==> src/rtl/vfd_pkg.sv <==
`default_nettype none
// ============================================================================
// Module  : vfd_pkg
// Brief   : Shared state encoding and datapath defaults for the V/f sequencer.
// Revision: 1.0 - initial release
// ============================================================================
package vfd_pkg;

    localparam int C_FREQ_W   = 16;
    localparam int C_VF_BOOST = 16;
    localparam int C_VF_SLOPE = 128;

    typedef enum logic [2:0] {
        ST_IDLE     = 3'd0,
        ST_ACCEL    = 3'd1,
        ST_RUN      = 3'd2,
        ST_DECEL    = 3'd3,
        ST_STOPPING = 3'd4,
        ST_HALT     = 3'd5
    } state_t;

endpackage
`default_nettype wire

==> src/rtl/vf_amplitude_calc.sv <==
`default_nettype none
// ============================================================================
// Module  : vf_amplitude_calc
// Brief   : Combinational V/f law: boost + (freq * slope) >> 8, saturated to 8 bits.
// Revision: 1.0 - initial release
// ============================================================================
module vf_amplitude_calc
    import vfd_pkg::*;
#(
    parameter int FREQ_W   = C_FREQ_W,
    parameter int VF_BOOST = C_VF_BOOST,
    parameter int VF_SLOPE = C_VF_SLOPE
) (
    input  logic [FREQ_W-1:0] i_freq,
    output logic [7:0]        o_amplitude
);

    localparam logic [FREQ_W+7:0] c_slope = (FREQ_W+8)'(VF_SLOPE);
    localparam logic [FREQ_W:0]   c_boost = (FREQ_W+1)'(VF_BOOST);
    localparam logic [FREQ_W:0]   c_sat   = (FREQ_W+1)'(255);

    logic [FREQ_W+7:0] w_prod;
    logic [FREQ_W:0]   w_sum;

    // Slope is Q0.8, so the integer part of the product is the upper FREQ_W bits.
    assign w_prod      = {8'd0, i_freq} * c_slope;
    assign w_sum       = c_boost + {1'b0, w_prod[FREQ_W+7:8]};
    assign o_amplitude = (w_sum > c_sat) ? 8'hFF : w_sum[7:0];

endmodule
`default_nettype wire

==> src/rtl/vf_ramp_controller.sv <==
`default_nettype none
// ============================================================================
// Module  : vf_ramp_controller
// Brief   : V/f sequencer: slew-limited frequency ramp, start/stop/e-stop FSM.
// Revision: 1.0 - initial release
// ============================================================================
module vf_ramp_controller
    import vfd_pkg::*;
#(
    parameter int FREQ_W    = C_FREQ_W,
    parameter int RAMP_DIV  = 1000,
    parameter int FREQ_STEP = 1,
    parameter int F_MIN     = 20,
    parameter int F_MAX     = 'hFFFF,
    parameter int VF_BOOST  = C_VF_BOOST,
    parameter int VF_SLOPE  = C_VF_SLOPE
) (
    input  logic              clk,
    input  logic              rst,
    input  logic              enable,
    input  logic              estop,
    input  logic [FREQ_W-1:0] freq_cmd,
    input  logic              cmd_valid,
    output logic              cmd_ready,
    output logic [FREQ_W-1:0] freq_out,
    output logic [7:0]        amplitude,
    output logic              running,
    output logic              at_speed,
    output logic [2:0]        state
);

    localparam int                  c_presc_w    = (RAMP_DIV > 1) ? $clog2(RAMP_DIV) : 1;
    localparam logic [c_presc_w-1:0] c_presc_last = c_presc_w'(RAMP_DIV - 1);
    localparam logic [FREQ_W-1:0]    c_f_min      = FREQ_W'(F_MIN);
    localparam logic [FREQ_W-1:0]    c_f_max      = FREQ_W'(F_MAX);
    localparam logic [FREQ_W-1:0]    c_step       = FREQ_W'(FREQ_STEP);

    state_t                r_state;
    logic [FREQ_W-1:0]     r_target;
    logic [FREQ_W-1:0]     r_freq;
    logic [7:0]            r_amp;
    logic [c_presc_w-1:0]  r_presc;

    logic                  w_accept;
    logic                  w_step;
    logic [c_presc_w-1:0]  w_presc_inc;
    logic [FREQ_W-1:0]     w_cmd_clamped;
    logic [FREQ_W:0]       w_up_sum;
    logic [FREQ_W-1:0]     w_up;
    logic [FREQ_W-1:0]     w_dn;
    logic [FREQ_W-1:0]     w_stop_dn;
    logic [7:0]            w_amp;

    assign cmd_ready = (r_state == ST_IDLE) || (r_state == ST_ACCEL) ||
                       (r_state == ST_RUN)  || (r_state == ST_DECEL);
    assign running   = (r_state == ST_ACCEL) || (r_state == ST_RUN) ||
                       (r_state == ST_DECEL) || (r_state == ST_STOPPING);
    assign at_speed  = (r_state == ST_RUN);
    assign state     = r_state;
    assign freq_out  = r_freq;
    assign amplitude = r_amp;

    assign w_accept      = cmd_valid && cmd_ready;
    assign w_cmd_clamped = (freq_cmd < c_f_min) ? c_f_min :
                           (freq_cmd > c_f_max) ? c_f_max : freq_cmd;

    assign w_step      = (r_presc == c_presc_last);
    assign w_presc_inc = r_presc + c_presc_w'(1);

    // Step arithmetic is clamped against the goal before it can wrap either way.
    assign w_up_sum  = {1'b0, r_freq} + {1'b0, c_step};
    assign w_up      = (w_up_sum >= {1'b0, r_target}) ? r_target : w_up_sum[FREQ_W-1:0];
    assign w_dn      = ((r_freq - r_target) <= c_step) ? r_target : (r_freq - c_step);
    assign w_stop_dn = ((r_freq - c_f_min) <= c_step) ? c_f_min : (r_freq - c_step);

    vf_amplitude_calc #(
        .FREQ_W   (FREQ_W),
        .VF_BOOST (VF_BOOST),
        .VF_SLOPE (VF_SLOPE)
    ) u_amp_calc (
        .i_freq      (r_freq),
        .o_amplitude (w_amp)
    );

    always_ff @(posedge clk or posedge rst) begin
        if (rst) begin
            r_state  <= ST_IDLE;
            r_target <= c_f_min;
            r_freq   <= '0;
            r_amp    <= '0;
            r_presc  <= '0;
        end else begin
            if (w_accept)
                r_target <= w_cmd_clamped;
            r_amp   <= w_amp;
            r_presc <= '0;
            if (estop) begin
                r_state <= ST_HALT;
                r_freq  <= '0;
                r_amp   <= '0;
            end else begin
                case (r_state)
                    ST_IDLE: begin
                        if (enable) begin
                            r_state <= ST_ACCEL;
                            r_freq  <= c_f_min;
                        end else begin
                            r_freq <= '0;
                            r_amp  <= '0;
                        end
                    end
                    ST_ACCEL: begin
                        if (!enable)
                            r_state <= ST_STOPPING;
                        else if (r_target < r_freq)
                            r_state <= ST_DECEL;
                        else if (r_target == r_freq)
                            r_state <= ST_RUN;
                        else if (w_step) begin
                            r_freq <= w_up;
                            if (w_up == r_target)
                                r_state <= ST_RUN;
                        end else
                            r_presc <= w_presc_inc;
                    end
                    ST_RUN: begin
                        if (!enable)
                            r_state <= ST_STOPPING;
                        else if (r_target > r_freq)
                            r_state <= ST_ACCEL;
                        else if (r_target < r_freq)
                            r_state <= ST_DECEL;
                    end
                    ST_DECEL: begin
                        if (!enable)
                            r_state <= ST_STOPPING;
                        else if (r_target > r_freq)
                            r_state <= ST_ACCEL;
                        else if (r_target == r_freq)
                            r_state <= ST_RUN;
                        else if (w_step) begin
                            r_freq <= w_dn;
                            if (w_dn == r_target)
                                r_state <= ST_RUN;
                        end else
                            r_presc <= w_presc_inc;
                    end
                    ST_STOPPING: begin
                        // Enable is deliberately ignored: a stop always runs to IDLE.
                        if (w_step) begin
                            if (r_freq <= c_f_min) begin
                                r_state <= ST_IDLE;
                                r_freq  <= '0;
                                r_amp   <= '0;
                            end else
                                r_freq <= w_stop_dn;
                        end else
                            r_presc <= w_presc_inc;
                    end
                    ST_HALT: begin
                        r_freq <= '0;
                        r_amp  <= '0;
                        if (!enable)
                            r_state <= ST_IDLE;
                    end
                    default: begin
                        r_state <= ST_IDLE;
                        r_freq  <= '0;
                        r_amp   <= '0;
                    end
                endcase
            end
        end
    end

endmodule
`default_nettype wire

==> config.mk <==
export PLATFORM = sky130hd
export DESIGN_NAME = vf_ramp_controller
export DESIGN_NICKNAME = d
export VERILOG_FILES = /design/src/rtl/vfd_pkg.sv /design/src/rtl/vf_amplitude_calc.sv /design/src/rtl/vf_ramp_controller.sv
export SDC_FILE = /design/constraint.sdc
export NUM_CORES = 1
export LEC_CHECK = 0
export CAP_MARGIN = 10
export CELL_PAD_IN_SITES_DETAIL_PLACEMENT = 0
export CELL_PAD_IN_SITES_GLOBAL_PLACEMENT = 1
export CORE_MARGIN = 4
export CORE_UTILIZATION = 45
export DETAILED_ROUTE_END_ITERATION = 10
export MAX_ROUTING_LAYER = met4
export PLACE_DENSITY_LB_ADDON = 0.1
export SKIP_LAST_GASP = 1
export SYNTH_ARGS = -nofsm -noshare
export SYNTH_HDL_FRONTEND = slang
export SYNTH_SLANG_ARGS = --single-unit
==> constraint.sdc <==
create_clock -name clk -period 8.8 [get_ports clk]
set_input_delay 0.88 -clock clk [delete_from_list [all_inputs] [get_ports clk]]
set_output_delay 0.88 -clock clk [all_outputs]
set_load 0.005 [all_outputs]
-- Word-level counts from Yosys, hierarchy flattened
Index checks and enable logic that the tools add are counted.
- input port bits: 21
- output and inout bits: 30
- flip-flop bits (word level): 53
- reductions and logical operators: 11
- add/sub/neg operators: 6
- order comparisons: 9
- mux-type cells: 51
- equality and inequality tests: 27
- operators by type and width (kind ; count):
    two-way mux 16 bit ; 16
    one-hot mux 16 bit (5 select lines) ; 1
    two-way mux 10 bit ; 7
    two-way mux 3 bit ; 18
    equality test 16 bit ; 3
    two-way mux 8 bit ; 5
    != test 3 bit (second input constant) ; 11
    less-or-equal comparator 16 x 1 -> 1 bit (second input constant) ; 2
    one-hot mux 10 bit (3 select lines) ; 1
    one-hot mux 8 bit (3 select lines) ; 1
    one-hot mux 3 bit (6 select lines) ; 1
    adder 16 x 1 -> 17 bit (second input constant) ; 1
    >= comparator 17 x 16 -> 1 bit ; 1
    > comparator 17 x 8 -> 1 bit (second input constant) ; 1
    adder 5 x 15 -> 16 bit (first input constant) ; 1
    > comparator 16 bit ; 1
    > comparator 16 bit (second input constant) ; 1
    less-or-equal comparator 16 x 5 -> 1 bit (second input constant) ; 1
    less-than comparator 16 bit ; 1
    less-than comparator 16 x 5 -> 1 bit (second input constant) ; 1
    subtractor 16 x 1 -> 16 bit (second input constant) ; 1
    subtractor 16 bit ; 1
    subtractor 16 x 5 -> 16 bit (second input constant) ; 1
    != test 6 x 3 -> 1 bit (second input constant) ; 2
    other kinds (16) ; 24

-- Longest topological paths before layout
Gate-level depths: netlist of the first run.
- depth in word-level cells: 11
- gate-level depth with buffers: 18
- depth with buffers taken out: 15

-- Cells and area by module
From an unflattened synthesis of the first run, not the netlist that was laid out.
- cell total of the unflattened synthesis: 728
- area, all modules: 5845.6 sq um
- by module, submodules not included (module ; cells an instance ; times used ; seq. area each (sq um) ; area each (sq um)):
    vf_ramp_controller ; 706 ; 1 ; 1328.8 ; 5675.4
    vf_amplitude_calc ; 22 ; 1 ; 0.0 ; 170.2

-- Worst setup path before layout of the first run
No wires, ideal clock.
- path kind: register -> register
- start point: register r_freq[2] (netlist: freq_out[2])
- end point: register r_freq[8] (netlist: freq_out[8])
- path slack: 5.090 ns
- arrival time: 3.575 ns
- required time: 8.665 ns
- stages on the path, launching flop included: 19
- path buffers: 4
- clock period less this slack: 3.710 ns
- path through: dfrtp_1 -> buf_6 -> buf_2 -> nand3_2 -> nor3_1 -> nor3b_1 -> xnor2_1 -> ha_1 -> nand3_1 -> nor4_1 -> o31ai_1 -> nand4_1 -> clkbuf_1 -> clkbuf_1 -> nand2_1 -> o21ai_0 -> o21ai_0 -> a21oi_1 -> o311ai_1
- word-level cells in the longest chain between the ends: 9
- RTL lines (item ; line ; source):
    start: declaration ; vf_ramp_controller.sv:40 ; logic [FREQ_W-1:0] r_freq;
    start signal: assignment ; vf_ramp_controller.sv:106 ; r_freq <= c_f_min;
    start signal: assignment ; vf_ramp_controller.sv:120 ; r_freq <= w_up;
    start signal: assignment ; vf_ramp_controller.sv:142 ; r_freq <= w_dn;
    adder 16 x 1 -> 17 bit or subtractor 16 bit (tied branches) ; vf_ramp_controller.sv:71, vf_ramp_controller.sv:73 ;
    >= comparator 17 x 16 -> 1 bit or less-or-equal comparator 16 x 1 -> 1 bit (tied branches) ; vf_ramp_controller.sv:72, vf_ramp_controller.sv:73 ;
    two-way mux 16 bit, on equally long branches ; vf_ramp_controller.sv:72, vf_ramp_controller.sv:73 ;
    two-way mux 16 bit, on equally long branches ; vf_ramp_controller.sv:119, vf_ramp_controller.sv:141 ;
    two-way mux 16 bit, on equally long branches ; vf_ramp_controller.sv:117, vf_ramp_controller.sv:139 ;
    two-way mux 16 bit, on equally long branches ; vf_ramp_controller.sv:115, vf_ramp_controller.sv:137 ;
    two-way mux 16 bit, on equally long branches ; vf_ramp_controller.sv:113, vf_ramp_controller.sv:135 ;
    one-hot mux 16 bit (5 select lines) ; vf_ramp_controller.sv:102 ; case (r_state)
    two-way mux 16 bit ; vf_ramp_controller.sv:97 ; if (estop) begin
Several ways; a longest one is shown, not always the timed one. The select of a mux whose other input is x is not followed.
A chain may end at the register's enable or synchronous reset.

-- Worst setup path in the final report of the first run
- start point: register r_freq[3] (netlist: freq_out[3])
- end point: register r_state[0] (netlist: state[0])
- word-level cells in the longest chain between the ends: 6
- RTL lines (item ; line ; source):
    adder 16 x 1 -> 17 bit (tied with other cells) ; vf_ramp_controller.sv:71 ; assign w_up_sum = {1'b0, r_freq} + {1'b0, c_step};
    >= comparator 17 x 16 -> 1 bit (tied with other cells) ; vf_ramp_controller.sv:72 ; assign w_up = (w_up_sum >= {1'b0, r_target}) ? r_target : w_up_sum[FREQ_W-1:0];
    two-way mux 16 bit (tied with other cells) ; vf_ramp_controller.sv:72 ;
    equality test 16 bit (tied with other cells) ; vf_ramp_controller.sv:121 ; if (w_up == r_target)
    != test 6 x 3 -> 1 bit (no line) or one-hot mux 3 bit (6 select lines) (tied branches) ; n/a ;
    AND reduction 9 bit (no line) or two-way mux 3 bit (tied branches) ; n/a ;
    end signal: assignment ; vf_ramp_controller.sv:118 ; r_state <= ST_RUN;
    end signal: assignment ; vf_ramp_controller.sv:122 ; r_state <= ST_RUN;
    end signal: assignment ; vf_ramp_controller.sv:128 ; r_state <= ST_STOPPING;
    end: declaration ; vf_ramp_controller.sv:38 ; state_t r_state;
Several ways; a longest one is shown, not always the timed one.

==> impl_metrics.toml, run 1 <==
[logic_synthesis]
yosys.cell_types.count = 77
ys_seq_area_share_pct = 22.41
synthArstFlopShare_pct = 100.0
avgSynthCellArea_um2 = 7.729
syn_area_mm2 = 0.005928
syn-num-nets = 828
netlist_instances = 767
ys_ff_latch = 53
ys_warn_count = 0
synth_edf_count = 0
ys.flop_type = "dfrtp_1"

[finish]
area_delta_synth_final_pct = 12.16
final_cell_area_mm2 = 0.006649
nNetsFinal = 846
num_antenna_cells = 0
fillers = 1247
drive_gt1_share_pct = 4.453

[sta]
worst_pin_slew_ns = 1.063
final-setup-viol-count = 0
rsz0062_at_grt = "no"
period_share_pct = 57.91
setup_tns_ns = 0
layout_min_cycle_time_ns = 5.096
fmax_ghz = 0.1962
skew_ns = 0.01526
relSlewSlack_pct = 28.77
hold_viol = 0
drv_slew = 0

[detailed_routing]
drcViolationCount = 0
vias = 6190
avgViaCountPerCell = 6.461
drt_pass1_iterations = 5
wire_per_inst_um = 22.80
routed_wl_um = 21850
drt_iter0_markers = 824
ant_nets = 0

[clock_network]
clock_path_buffers = 2
clk_pin_slew_ns = 0.08
cts_sinks = 53
cts_setup_buffers = 0
cts_max_level = 2
clk_latency_ns = 0.32
cts-root-buf = "clkbuf_16"
cts_resized = 0
tritoncts = "built"
cts_made_buffers = 5
cts-hold-fix-buffers = 0

[outcome]
status = "finished, final reports clean"

[placed_design]
io_buffer_count = 50
place.gp.congestion = 0.9869
dp_hpwl_um = 16280
placed_area_mm2 = 0.006499

[global_routing]
grt_pass1_vias = 5895
grt_overflow = 0
grtUsageTotal_pct = 30.16
grt_max_degree = 54
grt_pass1_wl_um = 33870
antenna_found_initial = 0

[critical_path]
crit_path_end_kind = "register"
path_delay_family = "simple AND/OR/NAND/NOR gates"
critPathKind = "register to register"
rr_startpoint = "freq_out[3]"
cp.depth = 14
worstRegToRegCells = 14
path_cells = "nand2_1, nor3_1, nor3b_1, xnor2_1, ha_1, a21oi_1, nor2b_1, a311oi_1, nand4_1, buf_4, a2111oi_0, o21ai_1, nand3_1, mux2_2"
crit_path_max_incr_delay_ns = 0.86
cp.arrival_ns = 5.29
crit_buf_inv = 1
critPathLaunchType = "register"
slowest_stage = "dfrtp_1"
worst-r2r-setup-slack_ns = 3.70
r2r-end = "state[0]"
path_max_fanout = 23
worstPathRequired_ns = 9.00

[die]
die_width_um = 122.8
initial_core_util_pct = 46.41
die_area_mm2 = 0.01507
ios = 51
core_mm2 = 0.01277
rows = 41
die_h_um = 122.8

[power_and_ir_drop]
p_per_area_mw_per_mm2 = 168.2
peakVddDrop_v = 0.00007821
p_leak_nw = 2.640

[hold_path]
whs_path_depth = 1
hold_path_end = "r_presc[0]"
hold_class = "register to register"
hp-start = "r_presc[0]"

[run]
drv_cap = 0
logic make-up (layout without fill, tap and decap cells):
family / after synthesis / after routing / synth area share (%)
AND/OR/NAND/NOR: 291 / 291 / 25.56
buffers and inverters: 85 / 104 / 5.825
AO/OA/AOI/OAI: 210 / 210 / 23.91
adder cells (fa/ha/maj): 41 / 41 / 8.738
flip-flops: 53 / 53 / 22.41
multiplexers: 9 / 9 / 1.562
XOR/XNOR: 78 / 78 / 11.99
per-stage QoR:
step           instances  util, %  power [mW]  hold slack, ns  setup WS (ns)
2_1_floorplan        767        -      0.7100          0.4553          5.090
3_3_place_gp         950    50.88      0.8842          0.4839          3.913
3_5_place_dp         950    50.88      0.8858          0.4923          3.916
4_1_cts              958    52.05       1.102          0.5025          3.829
5_1_grt              958    52.05       1.178          0.5323          3.273
6_report             958    52.05       1.118          0.4985          3.704
area by class of cell:
class	count	area, µm²	area share (%)
Tap cell	172	215.2	3.237
Sequential cell	53	1329	19.98
Multi-Input combinational cell	629	4259	64.06
Clock inverter	3	25.02	0.3764
Clock buffer	5	125.1	1.882
Timing Repair Buffer	56	545.5	8.205
Inverter	40	150.1	2.258
worst max path at each step:
stage / from / end / slack (ns)
global route: freq_out[7] / state[0] / 3.27
CTS: freq_out[3] / state[0] / 3.83
detailed placement: freq_out[3] / state[0] / 3.92
floorplan: freq_out[2] / freq_out[8] / 5.09
global placement: freq_out[8] / state[0] / 3.91
finish: freq_out[3] / state[0] / 3.70
layout by cell type (no fill, tap or decap), drive strengths merged, types with 16 or more instances in the layout:
| cell | synthesis | final |
|---|---|---|
| a21oi | 40 | 40 |
| clkdlybuf4s50 | 0 | 50 |
| dfrtp | 51 | 51 |
| ha | 39 | 39 |
| inv | 39 | 40 |
| nand2 | 68 | 68 |
| nand3 | 38 | 38 |
| nand4 | 22 | 22 |
| nor2 | 60 | 60 |
| nor3 | 28 | 28 |
| nor4 | 16 | 16 |
| o21ai | 50 | 50 |
| xnor2 | 59 | 59 |
| xor2 | 17 | 17 |
report_power, final:
group          internal (mW)  switching [mW]
sequential             0.272          0.0586
clock                  0.108           0.109
combinational          0.226           0.345
per-layer routing:
| layer | wire [µm] | part of all wire (%) | GRT usage (%) |
|---|---|---|---|
| met5 | 0 | 0 | - |
| met4 | 677 | 3.1 | 10.43 |
| met3 | 1768 | 8.1 | 5.115 |
| met2 | 9640 | 44 | 43.63 |
| met1 | 9761 | 45 | 42.51 |
flip-flops by register name (all words and copies together), names as in the netlist:
signal	flops
r_presc	10
r_target	16
state	3
amplitude	8
freq_out	16
Yosys cell counts, types with 5 or more instances:
master | number | share of area, %
nand2_1 | 68 | 4.3
xnor2_1 | 59 | 8.7
nor2_1 | 58 | 3.7
dfrtp_1 | 51 | 22
o21ai_0 | 45 | 3.8
a21oi_1 | 40 | 3.4
ha_1 | 39 | 8.2
inv_1 | 38 | 2.4
nand3_1 | 37 | 3.1
clkbuf_1 | 28 | 1.8
nor3_1 | 27 | 2.3
nand4_1 | 22 | 2.3
xor2_1 | 17 | 2.5
nor2b_1 | 12 | 1.3
o22ai_1 | 12 | 1.3
or3_1 | 12 | 1.3
nor4_1 | 11 | 1.2
a211oi_1 | 10 | 1.3
a2bb2oi_1 | 9 | 1.3
a31oi_1 | 9 | 0.95
buf_2 | 9 | 0.76
a211o_1 | 7 | 1.0
a21o_1 | 7 | 0.89
mux2i_1 | 7 | 1.2
or4_1 | 7 | 0.89
a22o_1 | 6 | 0.89
and3_1 | 6 | 0.63
o311ai_1 | 6 | 0.89
o32ai_1 | 6 | 0.89
buf_1 | 5 | 0.32
nand2b_1 | 5 | 0.53
nor3b_1 | 5 | 0.63
o211ai_1 | 5 | 0.63
o21ai_1 | 5 | 0.42
worst reg2reg max path, delay by kind of cell (launching register included):
family / cells / cell delay, ns
flip-flops: 1 / 0.86
AND/OR/NAND/NOR: 6 / 2.04
XOR/XNOR: 1 / 0.18
multiplexers: 1 / 0.35
adder cells (fa/ha/maj): 1 / 0.21
AO/OA/AOI/OAI: 4 / 0.90
buffers and inverters: 1 / 0.45
(Power assumes the default switching activity.)
==> inputs of run 2 (changes only) <==
--- a/config.mk
+++ b/config.mk
@@ -9,7 +9,7 @@
 export CELL_PAD_IN_SITES_DETAIL_PLACEMENT = 0
 export CELL_PAD_IN_SITES_GLOBAL_PLACEMENT = 1
 export CORE_MARGIN = 4
-export CORE_UTILIZATION = 45
+export CORE_UTILIZATION = 44
 export DETAILED_ROUTE_END_ITERATION = 10
 export MAX_ROUTING_LAYER = met4
 export PLACE_DENSITY_LB_ADDON = 0.1
==> constraint.sdc (replaced) <==
create_clock -name clk -period 5.3 [get_ports clk]
set_input_delay 0.53 -clock clk [delete_from_list [all_inputs] [get_ports clk]]
set_output_delay 0.53 -clock clk [all_outputs]
set_load 0.005 [all_outputs]
==> impl_metrics.toml, run 2 (synthesis gave the netlist of run 1 again) <==
[global_routing]
grt_pass1_vias = 6110
grt_pass1_wl_um = 35240
grt_overflow = 0
grtUsageTotal_pct = 31.24
antenna_found_initial = 0
grt_max_degree = 54

[detailed_routing]
drt_pass1_iterations = 6
wire_per_inst_um = 23.45
avgViaCountPerCell = 6.563
ant_nets = 0
drt_iter0_markers = 764
drcViolationCount = 0
vias = 6425
routed_wl_um = 22950

[critical_path]
rr_startpoint = "freq_out[5]"
worstPathRequired_ns = 5.50
crit_path_end_kind = "register"
critPathKind = "register to register"
cp.arrival_ns = 4.93
path_max_fanout = 15
crit_path_max_incr_delay_ns = 0.69
crit_buf_inv = 1
critPathLaunch = "freq_out[5]"
path_delay_family = "simple AND/OR/NAND/NOR gates"
critPathLaunchType = "register"
path_cells = "ha_1, nand2_1, nor3_1, nor3b_1, xnor2_1, ha_1, nand3_1, nor4_1, o31ai_1, nand4_1, buf_4, nand2_1, o21ai_0, o22ai_1, a22o_1, a211o_1"
slowest_stage = "dfrtp_1"

[finish]
drive_gt1_share_pct = 6.351
nNetsFinal = 863
final_common_cell = "nand2_1"
fillers = 1301
final_cell_mix = "nand2_1, xnor2_1, nor2_1, dfrtp_1, clkdlybuf4s50_1"
num_antenna_cells = 0
area_delta_synth_final_pct = 14.69

[clock_network]
clk_latency_ns = 0.31
clock_path_buffers = 2
cts_setup_buffers = 0
cts-hold-fix-buffers = 0
cts_made_buffers = 5
cts-root-buf = "clkbuf_16"
cts_sinks = 53
tritoncts = "built"
clk_pin_slew_ns = 0.07
cts_resized = 0
cts_max_level = 2

[placed_design]
dp_hpwl_um = 17340
io_buffer_count = 50
place.gp.congestion = 1.078
place_ws_ns = 0.7037

[sta]
period_share_pct = 89.34
layout_min_cycle_time_ns = 4.735
worst_pin_slew_ns = 1.095
relSlewSlack_pct = 26.59
skew_ns = 0.01174
hold_viol = 0
fmax_ghz = 0.2112
final-setup-viol-count = 0
drv_slew = 0
fin_ws_ns = 0.5649
setup_tns_ns = 0
rsz0062_at_grt = "no"

[power_and_ir_drop]
p_per_area_mw_per_mm2 = 282.1
swShare_pct = 44.67
pwr-share-seq_pct = 28.3
clockPowerShare_pct = 20.7
power_frac_comb_pct = 50.9
peakVddDrop_v = 0.0001396
intPower_mw = 1.061
p_leak_nw = 2.737
switching_power_mw = 0.8568

[die]
rows = 42
ios = 51
die_area_mm2 = 0.01539
die_h_um = 124.1
initial_core_util_pct = 44.77
die_width_um = 124.1
core_mm2 = 0.01324

[outcome]
status = "finished, final reports clean"

[hold_path]
hold_class = "register to register"
hp-start = "r_presc[0]"

[run]
drv_cap = 0
## run 2: changes by cell type in the layout (fill, tap and decap cells not counted), sizes merged
cell / delta
buf: +17
bufinv: +1
clkbuf: +1
clkinvlp: -1
inv: -1
## run 2: metal layers
| layer | track usage [%] | share of wire [%] | up-vias |
|---|---|---|---|
| li1 | - | - | 2914 |
| met1 | 41.83 | 42 | 3048 |
| met2 | 45.64 | 44 | 392 |
| met3 | 6.585 | 9.9 | 71 |
| met4 | 13.42 | 4.1 | 0 |
| met5 | - | 0 | - |
## run 2: worst register-to-register path: stages (launching register included)
cell	delay, ns
dfrtp_1	0.69
ha_1	0.37
nand2_1	0.17
nor3_1	0.27
nor3b_1	0.55
xnor2_1	0.18
ha_1	0.31
nand3_1	0.12
nor4_1	0.40
o31ai_1	0.14
nand4_1	0.36
buf_4	0.30
nand2_1	0.07
o21ai_0	0.08
o22ai_1	0.11
a22o_1	0.26
a211o_1	0.26
## run 2: cell type report
| class | count | area, µm² | area share (%) |
|---|---|---|---|
| Multi-Input combinational cell | 629 | 4259 | 62.64 |
| Clock inverter | 2 | 38.79 | 0.5705 |
| Clock buffer | 6 | 128.9 | 1.895 |
| Tap cell | 176 | 220.2 | 3.239 |
| Timing Repair Buffer | 73 | 673.1 | 9.901 |
| Sequential cell | 53 | 1329 | 19.54 |
| Inverter | 40 | 150.1 | 2.208 |
## run 2: worst paths after layout
path / depth (start not counted) / slack, ns / to
max in group asynchronous: 3 / 4.04 / state[2]
min in group asynchronous: 3 / 0.73 / r_target[11]
worst min-delay path: 1 / 0.49 / r_presc[0]
worst max-delay path: 16 / 0.56 / freq_out[15]
worst max register to register: 16 / 0.56 / freq_out[15]
worst min register to register: 1 / 0.49 / r_presc[0]
## run 2: stage by stage
stage	total power [mW]	area [µm²]	hold slack (ns)	utilization [%]	instances
after CTS	1.896	6799	0.4904	51.34	979
after global placement	1.500	6631	0.4760	50.08	971
after detailed placement	1.493	6631	0.4784	50.08	971
final	1.918	6799	0.4879	51.34	979
after floorplan	1.179	5928	0.4553	-	767
after global routing	2.021	6799	0.5247	51.34	979
## run 2: power by group through the flow
stage / Combinational, mW / Clock [mW] / Sequential, mW
global route: 1.05 / 0.417 / 0.550
CTS: 0.954 / 0.402 / 0.539
finish: 0.977 / 0.398 / 0.543
global placement: 0.953 / 0 / 0.547
floorplan: 0.673 / 0 / 0.506
detailed placement: 0.946 / 0 / 0.547
==> inputs of run 3 (changes only) <==
--- a/config.mk
+++ b/config.mk
@@ -9,10 +9,11 @@
 export CELL_PAD_IN_SITES_DETAIL_PLACEMENT = 0
 export CELL_PAD_IN_SITES_GLOBAL_PLACEMENT = 1
 export CORE_MARGIN = 4
-export CORE_UTILIZATION = 44
+export CORE_UTILIZATION = 48
 export DETAILED_ROUTE_END_ITERATION = 10
 export MAX_ROUTING_LAYER = met4
 export PLACE_DENSITY_LB_ADDON = 0.1
+export SKIP_CTS_REPAIR_TIMING = 1
 export SKIP_LAST_GASP = 1
 export SYNTH_ARGS = -nofsm -noshare
 export SYNTH_HDL_FRONTEND = slang
==> constraint.sdc (replaced) <==
create_clock -name clk -period 5.66 [get_ports clk]
set_input_delay 0.566 -clock clk [delete_from_list [all_inputs] [get_ports clk]]
set_output_delay 0.566 -clock clk [all_outputs]
set_load 0.005 [all_outputs]
==> impl_metrics.toml, run 3 (synthesis gave the netlist of run 1 again) <==
[finish]
drive_gt1_share_pct = 5.528
area_delta_synth_final_pct = 13.21
final_cell_mix = "nand2_1, xnor2_1, nor2_1, dfrtp_1, clkdlybuf4s50_1"
final_common_cell = "nand2_1"
final_util_pct = 55.64
num_antenna_cells = 0
nNetsFinal = 856
fillers = 1191

[clock_network]
cts_max_level = 2
clk_pin_slew_ns = 0.08
cts_sinks = 53
tritoncts = "built"
clock_path_buffers = 2
cts-root-buf = "clkbuf_16"
cts_made_buffers = 5
clk_latency_ns = 0.31

[die]
rows = 40
core_mm2 = 0.01206
die_width_um = 119.1
ios = 51
initial_core_util_pct = 49.15
die_h_um = 119.1
die_area_mm2 = 0.01419

[critical_path]
rr_startpoint = "freq_out[5]"
worst-r2r-setup-slack_ns = 1.29
cp.arrival_ns = 4.56
path_max_fanout = 16
crit_path_end_kind = "register"
critPathLaunch = "freq_out[5]"
critPathKind = "register to register"
r2r-end = "state[0]"
worstPathRequired_ns = 5.85
worstRegToRegCells = 16
critPathLaunchType = "register"

[detailed_routing]
vias = 6335
wire_per_inst_um = 22.61
drt_iter0_markers = 751
drt_pass1_iterations = 5
ant_nets = 0
avgViaCountPerCell = 6.572
routed_wl_um = 21790
drcViolationCount = 0

[power_and_ir_drop]
switching_power_mw = 0.7851
clockPowerShare_pct = 18.9
p_leak_nw = 2.695
pwr-share-seq_pct = 29.8
intPower_mw = 0.9448
swShare_pct = 45.39
p_per_area_mw_per_mm2 = 257.8
power_frac_comb_pct = 51.4
peakVddDrop_v = 0.0001292

[sta]
skew_ns = 0.01081
period_share_pct = 77.15
final-setup-viol-count = 0
fmax_ghz = 0.2290
rsz0062_at_grt = "no"
hold_ws_ns = 0.4980
setup_tns_ns = 0
drv_slew = 0
relSlewSlack_pct = 28.68
worst_pin_slew_ns = 1.064
hold_viol = 0
layout_min_cycle_time_ns = 4.367

[placed_design]
place.gp.congestion = 0.9977
io_buffer_count = 50
dp_hpwl_um = 16210

[global_routing]
grt_pass1_vias = 6038
grt_pass1_wl_um = 34440
grtUsageTotal_pct = 31.59
antenna_found_initial = 0
grt_max_degree = 54
grt_overflow = 0

[run]
drv_cap = 0

[outcome]
status = "finished, final reports clean"

[hold_path]
whs_path_depth = 1
hold_path_end = "r_presc[0]"
hold_class = "register to register"
hp-start = "r_presc[0]"
## run 3: changes by cell type in the layout (fill, tap and decap cells not counted), sizes merged
cell	previous run	this run
inv	39	40
bufinv	1	0
buf	23	16
## run 3: worst max-delay path, cell delays in order, from the launching register on
cell and delay, ns:
dfrtp_1 0.72, ha_1 0.39, nand2_1 0.19, nor3_1 0.25
nor3b_1 0.23, buf_4 0.19, xnor2_1 0.19, ha_1 0.30
nand3_1 0.13, nor4_1 0.09, a2bb2oi_1 0.14, nand4_1 0.12
buf_4 0.21, a2111oi_0 0.43, o21ai_1 0.13, nand3_1 0.16
mux2_2 0.35
## run 3: power groups by stage
stage | combinational (mW) | sequential [mW] | clock [mW]
final | 0.889 | 0.515 | 0.326
after global routing | 0.959 | 0.520 | 0.345
after CTS | 0.868 | 0.509 | 0.332
after detailed placement | 0.862 | 0.517 | 0
after global placement | 0.859 | 0.515 | 0
after floorplan | 0.630 | 0.473 | 0
## run 3: how the worst max path moves through the flow
| stage | end | slack, ns | cells past startpoint |
|---|---|---|---|
| floorplan | freq_out[8] | 1.95 | 18 |
| global placement | state[0] | 1.55 | 16 |
| detailed placement | state[0] | 1.45 | 16 |
| CTS | state[0] | 1.41 | 16 |
| global route | state[0] | 1.01 | 16 |
| finish | state[0] | 1.29 | 16 |
## run 3: metrics by stage
step | cell area, µm² | setup WS, ns | std cells | total power, mW
finish | 6711 | 1.293 | 964 | 1.730
global route | 6711 | 1.007 | 964 | 1.823
CTS | 6711 | 1.410 | 964 | 1.709
detailed placement | 6569 | 1.455 | 956 | 1.378
global placement | 6569 | 1.547 | 956 | 1.374
floorplan | 5928 | 1.950 | 767 | 1.104
## run 3: layer usage
| layer | wire [µm] | up-vias | track usage (%) |
|---|---|---|---|
| met2 | 9489 | 335 | 45.67 |
| met4 | 830 | 0 | 13.03 |
| met5 | 0 | - | - |
| met3 | 1764 | 50 | 5.081 |
| met1 | 9708 | 3055 | 43.92 |
| li1 | - | 2895 | - |
## run 3: cell type report
type                            instances  area (µm²)  share of cell area, %
Clock buffer                            6       128.9                  1.920
Clock inverter                          2       13.76                 0.2051
Inverter                               40       150.1                  2.237
Multi-Input combinational cell        629        4259                  63.46
Sequential cell                        53        1329                  19.80
Tap cell                              168       210.2                  3.132
Timing Repair Buffer                   66       620.6                  9.247
